[src/rtl/mc_control.sv]
// Multicycle MIPS control FSM: sequences PC/IR/regfile/ALU/unified memory and counts retired instructions.
// Latency: 3-5 clocks per instruction; control outputs are registered, branch pc_we is qualified by same-cycle zero.
// Backpressure: none; TRAP holds until reset, and reset gates all write enables combinationally.
module mc_control #(
    parameter int CNT_W = 32
) (
    input  logic             clk,
    input  logic             reset,
    input  logic [5:0]       opcode,
    input  logic [5:0]       funct,
    input  logic             zero,
    output logic             pc_we,
    output logic             ir_we,
    output logic             mem_we,
    output logic             mem_addr_sel,
    output logic             rf_we,
    output logic [1:0]       rf_wa_sel,
    output logic [1:0]       rf_wd_sel,
    output logic             alu_a_sel,
    output logic [1:0]       alu_b_sel,
    output logic [2:0]       alu_op,
    output logic [1:0]       pc_src,
    output logic [3:0]       state,
    output logic             instr_done,
    output logic             illegal,
    output logic [CNT_W-1:0] instr_count
);

    typedef enum logic [3:0] {
        S_FETCH     = 4'd0,
        S_DECODE    = 4'd1,
        S_MEM_ADDR  = 4'd2,
        S_MEM_READ  = 4'd3,
        S_MEM_WB    = 4'd4,
        S_MEM_WRITE = 4'd5,
        S_R_EXEC    = 4'd6,
        S_R_WB      = 4'd7,
        S_I_EXEC    = 4'd8,
        S_I_WB      = 4'd9,
        S_BRANCH    = 4'd10,
        S_JUMP      = 4'd11,
        S_TRAP      = 4'd15
    } state_t;

    typedef struct packed {
        logic       pc_we;
        logic       ir_we;
        logic       mem_we;
        logic       mem_addr_sel;
        logic       rf_we;
        logic [1:0] rf_wa_sel;
        logic [1:0] rf_wd_sel;
        logic       alu_a_sel;
        logic [1:0] alu_b_sel;
        logic [2:0] alu_op;
        logic [1:0] pc_src;
        logic       br_eq;
        logic       br_ne;
        logic       instr_done;
        logic       illegal;
    } ctrl_t;

    localparam logic [5:0] OP_RTYPE = 6'h00;
    localparam logic [5:0] OP_J     = 6'h02;
    localparam logic [5:0] OP_JAL   = 6'h03;
    localparam logic [5:0] OP_BEQ   = 6'h04;
    localparam logic [5:0] OP_BNE   = 6'h05;
    localparam logic [5:0] OP_ADDI  = 6'h08;
    localparam logic [5:0] OP_XORI  = 6'h0E;
    localparam logic [5:0] OP_LW    = 6'h23;
    localparam logic [5:0] OP_SW    = 6'h2B;
    localparam logic [5:0] FN_JR    = 6'h08;
    localparam logic [5:0] FN_ADD   = 6'h20;
    localparam logic [5:0] FN_SUB   = 6'h22;
    localparam logic [5:0] FN_SLT   = 6'h2A;

    function automatic state_t next_state(input state_t s, input logic [5:0] op, input logic [5:0] fn);
        state_t n;
        n = S_TRAP;
        case (s)
            S_FETCH: n = S_DECODE;
            S_DECODE: begin
                case (op)
                    OP_RTYPE: begin
                        case (fn)
                            FN_ADD, FN_SUB, FN_SLT: n = S_R_EXEC;
                            FN_JR:                  n = S_JUMP;
                            default:                n = S_TRAP;
                        endcase
                    end
                    OP_LW, OP_SW:     n = S_MEM_ADDR;
                    OP_ADDI, OP_XORI: n = S_I_EXEC;
                    OP_BEQ, OP_BNE:   n = S_BRANCH;
                    OP_J, OP_JAL:     n = S_JUMP;
                    default:          n = S_TRAP;
                endcase
            end
            S_MEM_ADDR: n = (op == OP_LW) ? S_MEM_READ : S_MEM_WRITE;
            S_MEM_READ: n = S_MEM_WB;
            S_R_EXEC:   n = S_R_WB;
            S_I_EXEC:   n = S_I_WB;
            S_MEM_WB, S_MEM_WRITE, S_R_WB, S_I_WB, S_BRANCH, S_JUMP: n = S_FETCH;
            default:    n = S_TRAP;
        endcase
        return n;
    endfunction

    function automatic ctrl_t decode(input state_t s, input logic [5:0] op, input logic [5:0] fn);
        ctrl_t c;
        c = '0;
        case (s)
            S_FETCH: begin
                c.ir_we     = 1'b1;
                c.alu_b_sel = 2'd1;
                c.pc_we     = 1'b1;
            end
            S_DECODE: c.alu_b_sel = 2'd3;
            S_MEM_ADDR: begin
                c.alu_a_sel = 1'b1;
                c.alu_b_sel = 2'd2;
            end
            S_MEM_READ: c.mem_addr_sel = 1'b1;
            S_MEM_WB: begin
                c.rf_we      = 1'b1;
                c.rf_wd_sel  = 2'd1;
                c.instr_done = 1'b1;
            end
            S_MEM_WRITE: begin
                c.mem_addr_sel = 1'b1;
                c.mem_we       = 1'b1;
                c.instr_done   = 1'b1;
            end
            S_R_EXEC: begin
                c.alu_a_sel = 1'b1;
                c.alu_op    = (fn == FN_SUB) ? 3'd1 : (fn == FN_SLT) ? 3'd3 : 3'd0;
            end
            S_R_WB: begin
                c.rf_we      = 1'b1;
                c.rf_wa_sel  = 2'd1;
                c.instr_done = 1'b1;
            end
            S_I_EXEC: begin
                c.alu_a_sel = 1'b1;
                c.alu_b_sel = 2'd2;
                c.alu_op    = (op == OP_XORI) ? 3'd2 : 3'd0;
            end
            S_I_WB: begin
                c.rf_we      = 1'b1;
                c.instr_done = 1'b1;
            end
            S_BRANCH: begin
                c.alu_a_sel  = 1'b1;
                c.alu_op     = 3'd1;
                c.pc_src     = 2'd1;
                c.br_eq      = (op == OP_BEQ);
                c.br_ne      = (op == OP_BNE);
                c.instr_done = 1'b1;
            end
            S_JUMP: begin
                c.pc_we      = 1'b1;
                c.pc_src     = (op == OP_RTYPE) ? 2'd3 : 2'd2;
                c.instr_done = 1'b1;
                // PC already holds PC+4 here, so JAL links straight from the PC
                if (op == OP_JAL) begin
                    c.rf_we     = 1'b1;
                    c.rf_wa_sel = 2'd2;
                    c.rf_wd_sel = 2'd2;
                end
            end
            S_TRAP: c.illegal = 1'b1;
            default: c = '0;
        endcase
        return c;
    endfunction

    state_t           state_q;
    state_t           state_n;
    ctrl_t            ctrl_q;
    logic [5:0]       op_q;
    logic [5:0]       fn_q;
    logic [5:0]       op_n;
    logic [5:0]       fn_n;
    logic [CNT_W-1:0] cnt_q;

    // Opcode/funct are only trusted at DECODE; afterwards the latched copies steer everything
    always_comb begin
        op_n    = (state_q == S_DECODE) ? opcode : op_q;
        fn_n    = (state_q == S_DECODE) ? funct  : fn_q;
        state_n = next_state(state_q, op_n, fn_n);
    end

    always_ff @(posedge clk or posedge reset) begin
        if (reset) begin
            state_q <= S_FETCH;
            op_q    <= '0;
            fn_q    <= '0;
            ctrl_q  <= decode(S_FETCH, 6'd0, 6'd0);
            cnt_q   <= '0;
        end else begin
            state_q <= state_n;
            op_q    <= op_n;
            fn_q    <= fn_n;
            ctrl_q  <= decode(state_n, op_n, fn_n);
            if (ctrl_q.instr_done)
                cnt_q <= cnt_q + CNT_W'(1);
        end
    end

    assign pc_we        = ~reset & (ctrl_q.pc_we | (ctrl_q.br_eq & zero) | (ctrl_q.br_ne & ~zero));
    assign ir_we        = ~reset & ctrl_q.ir_we;
    assign mem_we       = ~reset & ctrl_q.mem_we;
    assign rf_we        = ~reset & ctrl_q.rf_we;
    assign mem_addr_sel = ctrl_q.mem_addr_sel;
    assign rf_wa_sel    = ctrl_q.rf_wa_sel;
    assign rf_wd_sel    = ctrl_q.rf_wd_sel;
    assign alu_a_sel    = ctrl_q.alu_a_sel;
    assign alu_b_sel    = ctrl_q.alu_b_sel;
    assign alu_op       = ctrl_q.alu_op;
    assign pc_src       = ctrl_q.pc_src;
    assign state        = state_q;
    assign instr_done   = ctrl_q.instr_done;
    assign illegal      = ctrl_q.illegal;
    assign instr_count  = cnt_q;

endmodule

[config.mk]
export PLATFORM = sky130hd
export DESIGN_NAME = mc_control
export DESIGN_NICKNAME = d
export VERILOG_FILES = /design/src/rtl/mc_control.sv
export SDC_FILE = /design/constraint.sdc
export NUM_CORES = 1
export LEC_CHECK = 0
export BUFFER_PORTS_ARGS = -buffer_cell sky130_fd_sc_hd__buf_2
export CORE_MARGIN = 2
export CORE_UTILIZATION = 29
export CTS_BUF_LIST = sky130_fd_sc_hd__clkbuf_4 sky130_fd_sc_hd__clkbuf_8 sky130_fd_sc_hd__clkbuf_16
export CTS_CLUSTER_DIAMETER = 100
export CTS_CLUSTER_SIZE = 10
export DETAILED_ROUTE_END_ITERATION = 12
export HOLD_SLACK_MARGIN = 0.1
export SLEW_MARGIN = 20
export SYNTH_ARGS = -nofsm -noshare
export SYNTH_HDL_FRONTEND = slang
export SYNTH_SLANG_ARGS = --single-unit
[constraint.sdc]
create_clock -name clk -period 5.4 [get_ports clk]
set_clock_uncertainty 0.2 [all_clocks]
set_input_delay 1.08 -clock clk [delete_from_list [all_inputs] [get_ports clk]]
set_output_delay 1.08 -clock clk [all_outputs]
set_load 0.01 [all_outputs]
==> flow_summary.html <==
<table>
<tr><th>Metric</th><th>Value</th></tr>
<tr><th colspan="2">STA</th></tr>
<tr><td>Total Negative Setup Slacks</td><td>0 ns</td></tr>
<tr><td>Minimum clock period</td><td>3.02 ns</td></tr>
<tr><td>Final Slew Violations</td><td>0</td></tr>
<tr><td>Setup repair after global routing missed its margin</td><td>false</td></tr>
<tr><td>Fmax</td><td>between 0.3 and 0.4 GHz</td></tr>
<tr><td>Setup violators final</td><td>0</td></tr>
<tr><td>Hold Violations, Final</td><td>0</td></tr>
<tr><td>Max-slew headroom at the worst pin</td><td>43.0%</td></tr>
<tr><td>Worst Max-Slew Pin Slew</td><td>0.855 ns</td></tr>
<tr><td>Crit share post-route</td><td>between 50 and 60%</td></tr>
<tr><th colspan="2">Setup path</th></tr>
<tr><td>Crit Path Class</td><td>input port to flop</td></tr>
<tr><td>Top fanout value on the critical path</td><td>8</td></tr>
<tr><td>Number of cells on the worst reg-to-reg path</td><td>6</td></tr>
<tr><td>Data arrival time at the worst-slack endpoint</td><td>~3 ns</td></tr>
<tr><td>Cell class contributing the biggest share of worst-path delay</td><td>compound AO/OA/AOI/OAI gates</td></tr>
<tr><td>Data required, critical path</td><td>5.41 ns</td></tr>
<tr><td>Worst path cell trace</td><td>buf_2 -&gt; or4_4 -&gt; nor3_1 -&gt; o22ai_1 -&gt; a211oi_4 -&gt; a211oi_1 -&gt; a31o_1</td></tr>
<tr><td>FF-to-FF setup slack</td><td>between 2 and 2.5 ns</td></tr>
<tr><td>Count of buffer and inverter cells on the critical path</td><td>1</td></tr>
<tr><td>Cell with the largest stage delay on the worst path</td><td>sky130_fd_sc_hd__or4_4</td></tr>
<tr><td>Crit path largest cell delay</td><td>approximately 0.57 ns</td></tr>
<tr><td>Reg-to-reg startpoint</td><td>state[3]</td></tr>
<tr><td>CP startpoint kind</td><td>input port</td></tr>
<tr><td>Endpoint type of the worst setup path</td><td>flop</td></tr>
<tr><td>End of the worst register-to-register path</td><td>instr_done</td></tr>
<tr><th colspan="2">Route</th></tr>
<tr><td>Number of vias after detailed routing</td><td>2566</td></tr>
<tr><td>DRC viols</td><td>0</td></tr>
<tr><td>Starting DRT DRC Count</td><td>between 150 and 200</td></tr>
<tr><td>Routed length per instance</td><td>13.8 um</td></tr>
<tr><td>Total length of routed wires</td><td>7410 um</td></tr>
<tr><td>Initial DRT Pass Iterations</td><td>5</td></tr>
<tr><td>Remaining antenna violation count after routing</td><td>0</td></tr>
<tr><td>Drt via density</td><td>around 4.8</td></tr>
<tr><th colspan="2">Power</th></tr>
<tr><td>Internal portion of total power</td><td>829 uW</td></tr>
<tr><td>Seq pwr share</td><td>47.7%</td></tr>
<tr><td>Worst-case vdd ir drop</td><td>between 0.0001 and 0.00015 V</td></tr>
<tr><td>Power density cells</td><td>about 260 nW/um^2</td></tr>
<tr><td>Share of total power in the clock network</td><td>about half</td></tr>
<tr><td>Power share of the combinational group</td><td>under 10%</td></tr>
<tr><td>Leakage</td><td>just under 0.002 uW</td></tr>
<tr><td>Sw Ratio</td><td>approximately 22%</td></tr>
<tr><td>Switching power</td><td>between 200 and 250 uW</td></tr>
<tr><th colspan="2">Global route</th></tr>
<tr><td>Global-route wire length before repair</td><td>about 12000 um</td></tr>
<tr><td>Vias in the first global route</td><td>approximately 2500</td></tr>
<tr><td>Maximum number of pins on one net before global-route repair</td><td>69</td></tr>
<tr><td>Initial antenna violation count</td><td>0</td></tr>
<tr><td>Overall global routing resource usage</td><td>about 12%</td></tr>
<tr><td>GR Overflow Total</td><td>0</td></tr>
<tr><th colspan="2">Logic synthesis</th></tr>
<tr><td>Syn nets</td><td>roughly 350</td></tr>
<tr><td>Number of enable flip-flop cells after synthesis</td><td>0</td></tr>
<tr><td>Fraction of post-synthesis cell area in the top cell type by area</td><td>between 40% and 50%</td></tr>
<tr><td>Register area share after synthesis</td><td>between 50 and 60%</td></tr>
<tr><td>Most used DFF post-synth</td><td>sky130_fd_sc_hd__dfrtp_1</td></tr>
<tr><td>Post-synth cell types</td><td>66</td></tr>
<tr><td>Asr flop ratio synth</td><td>between 90% and 100%</td></tr>
<tr><td>Cell area after technology mapping</td><td>~3400 um^2</td></tr>
<tr><td>Top cells by area in the synthesized netlist</td><td>sky130_fd_sc_hd__dfrtp_1, sky130_fd_sc_hd__xnor2_1, sky130_fd_sc_hd__nand2_1</td></tr>
<tr><td>Count of mapped cells out of synthesis</td><td>between 300 and 400</td></tr>
<tr><td>Synthesized area per cell</td><td>10.3 um^2</td></tr>
<tr><td>Warning count from the yosys run</td><td>0</td></tr>
<tr><td>Number of flip-flops and latches in the synthesized netlist</td><td>68</td></tr>
<tr><td>Top cell type by total area after synthesis</td><td>sky130_fd_sc_hd__dfrtp_1</td></tr>
<tr><th colspan="2">CTS</th></tr>
<tr><td>Number of buffers inserted during clock tree synthesis</td><td>9</td></tr>
<tr><td>Number of hold buffers added after cts</td><td>0</td></tr>
<tr><td>Clock slew at reported path FFs</td><td>about 0.060 ns</td></tr>
<tr><td>Cell at the root of the clock tree</td><td>sky130_fd_sc_hd__clkbuf_16</td></tr>
<tr><td>Clock network latency to the later pin of the worst-skew pair</td><td>between 0.3 and 0.4 ns</td></tr>
<tr><td>Number of buffers on the longest clock path</td><td>2</td></tr>
<tr><td>Post-cts gate resize count</td><td>0</td></tr>
<tr><td>Clock tree from TritonCTS</td><td>done</td></tr>
<tr><td>Total setup buffers inserted after CTS</td><td>0</td></tr>
<tr><td>CTS Sinks</td><td>between 60 and 70</td></tr>
<tr><td>Depth of the CTS H-tree</td><td>3</td></tr>
<tr><th colspan="2">Placed design</th></tr>
<tr><td>GP Congestion</td><td>0.772</td></tr>
<tr><td>Port Buffers</td><td>68</td></tr>
<tr><td>HPWL after detailed placement</td><td>5520 um</td></tr>
<tr><td>Cell area after placement</td><td>~3800 um^2</td></tr>
<tr><th colspan="2">Layout</th></tr>
<tr><td>Fin area</td><td>approximately 4000 um^2</td></tr>
<tr><td>Number of diodes</td><td>0</td></tr>
<tr><td>Layout-stage area growth over the synthesis result</td><td>19.4%</td></tr>
<tr><td>Final standard cell utilization of the core</td><td>35.4%</td></tr>
<tr><td>Number of nets in the layout</td><td>406</td></tr>
<tr><td>Share of layout cells above drive strength 1</td><td>between 20% and 30%</td></tr>
<tr><th colspan="2">Floorplan</th></tr>
<tr><td>Initial core utilization</td><td>slightly below 30%</td></tr>
<tr><td>Count of pins on the block boundary</td><td>70</td></tr>
<tr><td>Row cnt</td><td>39</td></tr>
<tr><td>Die Width</td><td>around 110 um</td></tr>
<tr><td>Area of the die</td><td>between 10000 and 15000 um^2</td></tr>
<tr><td>Core Region</td><td>11400 um^2</td></tr>
<tr><td>Die Y</td><td>~110 um</td></tr>
<tr><th colspan="2">Run</th></tr>
<tr><td>Max capacitance violation total</td><td>0</td></tr>
<tr><th colspan="2">Run status</th></tr>
<tr><td>Status</td><td>completed</td></tr>
<tr><th colspan="2">Hold path</th></tr>
<tr><td>Tightest Hold Check Type</td><td>flop to flop</td></tr>
<tr><td>Hold depth</td><td>1</td></tr>
<tr><td>Beginning of the worst hold path</td><td>instr_count[31]</td></tr>
<tr><td>Endpoint of the worst hold-timing path</td><td>instr_count[31]</td></tr>
</table>
## metal layers
metal | up-vias | part of all wire, % | wire length (um) | global-route usage, %
met5 | - | 0 | 0 | 0
met4 | 0 | 0.85 | 63 | 3.50
met3 | 6 | 6.5 | 479 | 4.54
met2 | 68 | 47 | 3490 | 19.1
met1 | 1233 | 46 | 3380 | 15.9
li1 | 1259 | - | - | -
## sequential cells by signal (all words and copies together), names as in the netlist
name	count
rf_wa_sel	2
instr_count	32
alu_a_sel	1
illegal	1
fn_q	6
instr_done	1
alu_b_sel	2
alu_op	2
pc_src	2
ctrl_q	6
mem_addr_sel	1
rf_wd_sel	2
op_q	6
state	4
## kinds of logic after synthesis
family | synth area share [%]
compound gates | 10.7
xor+xnor | 8.28
fa+ha+maj | 0.370
buf+inv | 5.95
flops | 50.4
mux | 0.925
other cells | 0.111
simple gates | 23.2
## cell usage after synthesis, drive strengths merged, types with 5 or more instances
cell,number
nand4,11
xnor2,22
xor2,10
inv,12
nor2b,8
a211oi,5
buf,17
a21oi,7
and3,5
nand2b,5
nand3,14
o21ai,10
nand2,46
dfrtp,65
nor3,11
nor2,27
## placed cells by master (no fill, tap or decap), drive strengths merged, types with 11 or more instances in the layout
cell type  count
buf           70
nor3          11
nand4         11
dfrtp         65
nand3         14
xnor2         22
nor2          27
inv           12
nand2         46
## worst max-delay path by stage
stage	to	cells past startpoint	from
after floorplan	instr_done	7	opcode[2]
after global placement	instr_done	7	opcode[4]
after detailed placement	instr_done	7	opcode[4]
after CTS	instr_done	7	opcode[4]
after global routing	alu_b_sel[1]	6	state[3]
final	instr_done	7	opcode[4]
## power groups by stage
stage               logic, uW  registers [uW]  clock network, uW
CTS                      28.3             510                549
global route             31.7             509                574
global placement         27.4             519                  0
detailed placement       28.3             519                  0
finish                   27.0             510                532
floorplan                15.8             519                  0
## final cells by class
cell class,instances,area [um^2]
inverter,12,45.0
sequential,68,1710
clock buffer,9,225
fill,1187,7380
multi-input combinational,229,1480
tap,143,179
clock inverter,7,53.8
timing repair buffer,70,355
## through the flow
stage / instances / setup WS (ns) / power [uW] / hold WS [ns]
3_5_place_dp: 522 / 2.04 / 547 / 0.258
5_1_grt: 538 / 2.22 / 1120 / 0.287
6_report: 538 / 2.38 / 1070 / 0.265
3_3_place_gp: 522 / 2.09 / 546 / 0.257
4_1_cts: 538 / 2.36 / 1090 / 0.272
2_1_floorplan: 330 / 2.34 / 535 / 0.237
Power figures use the tool's default switching activity.
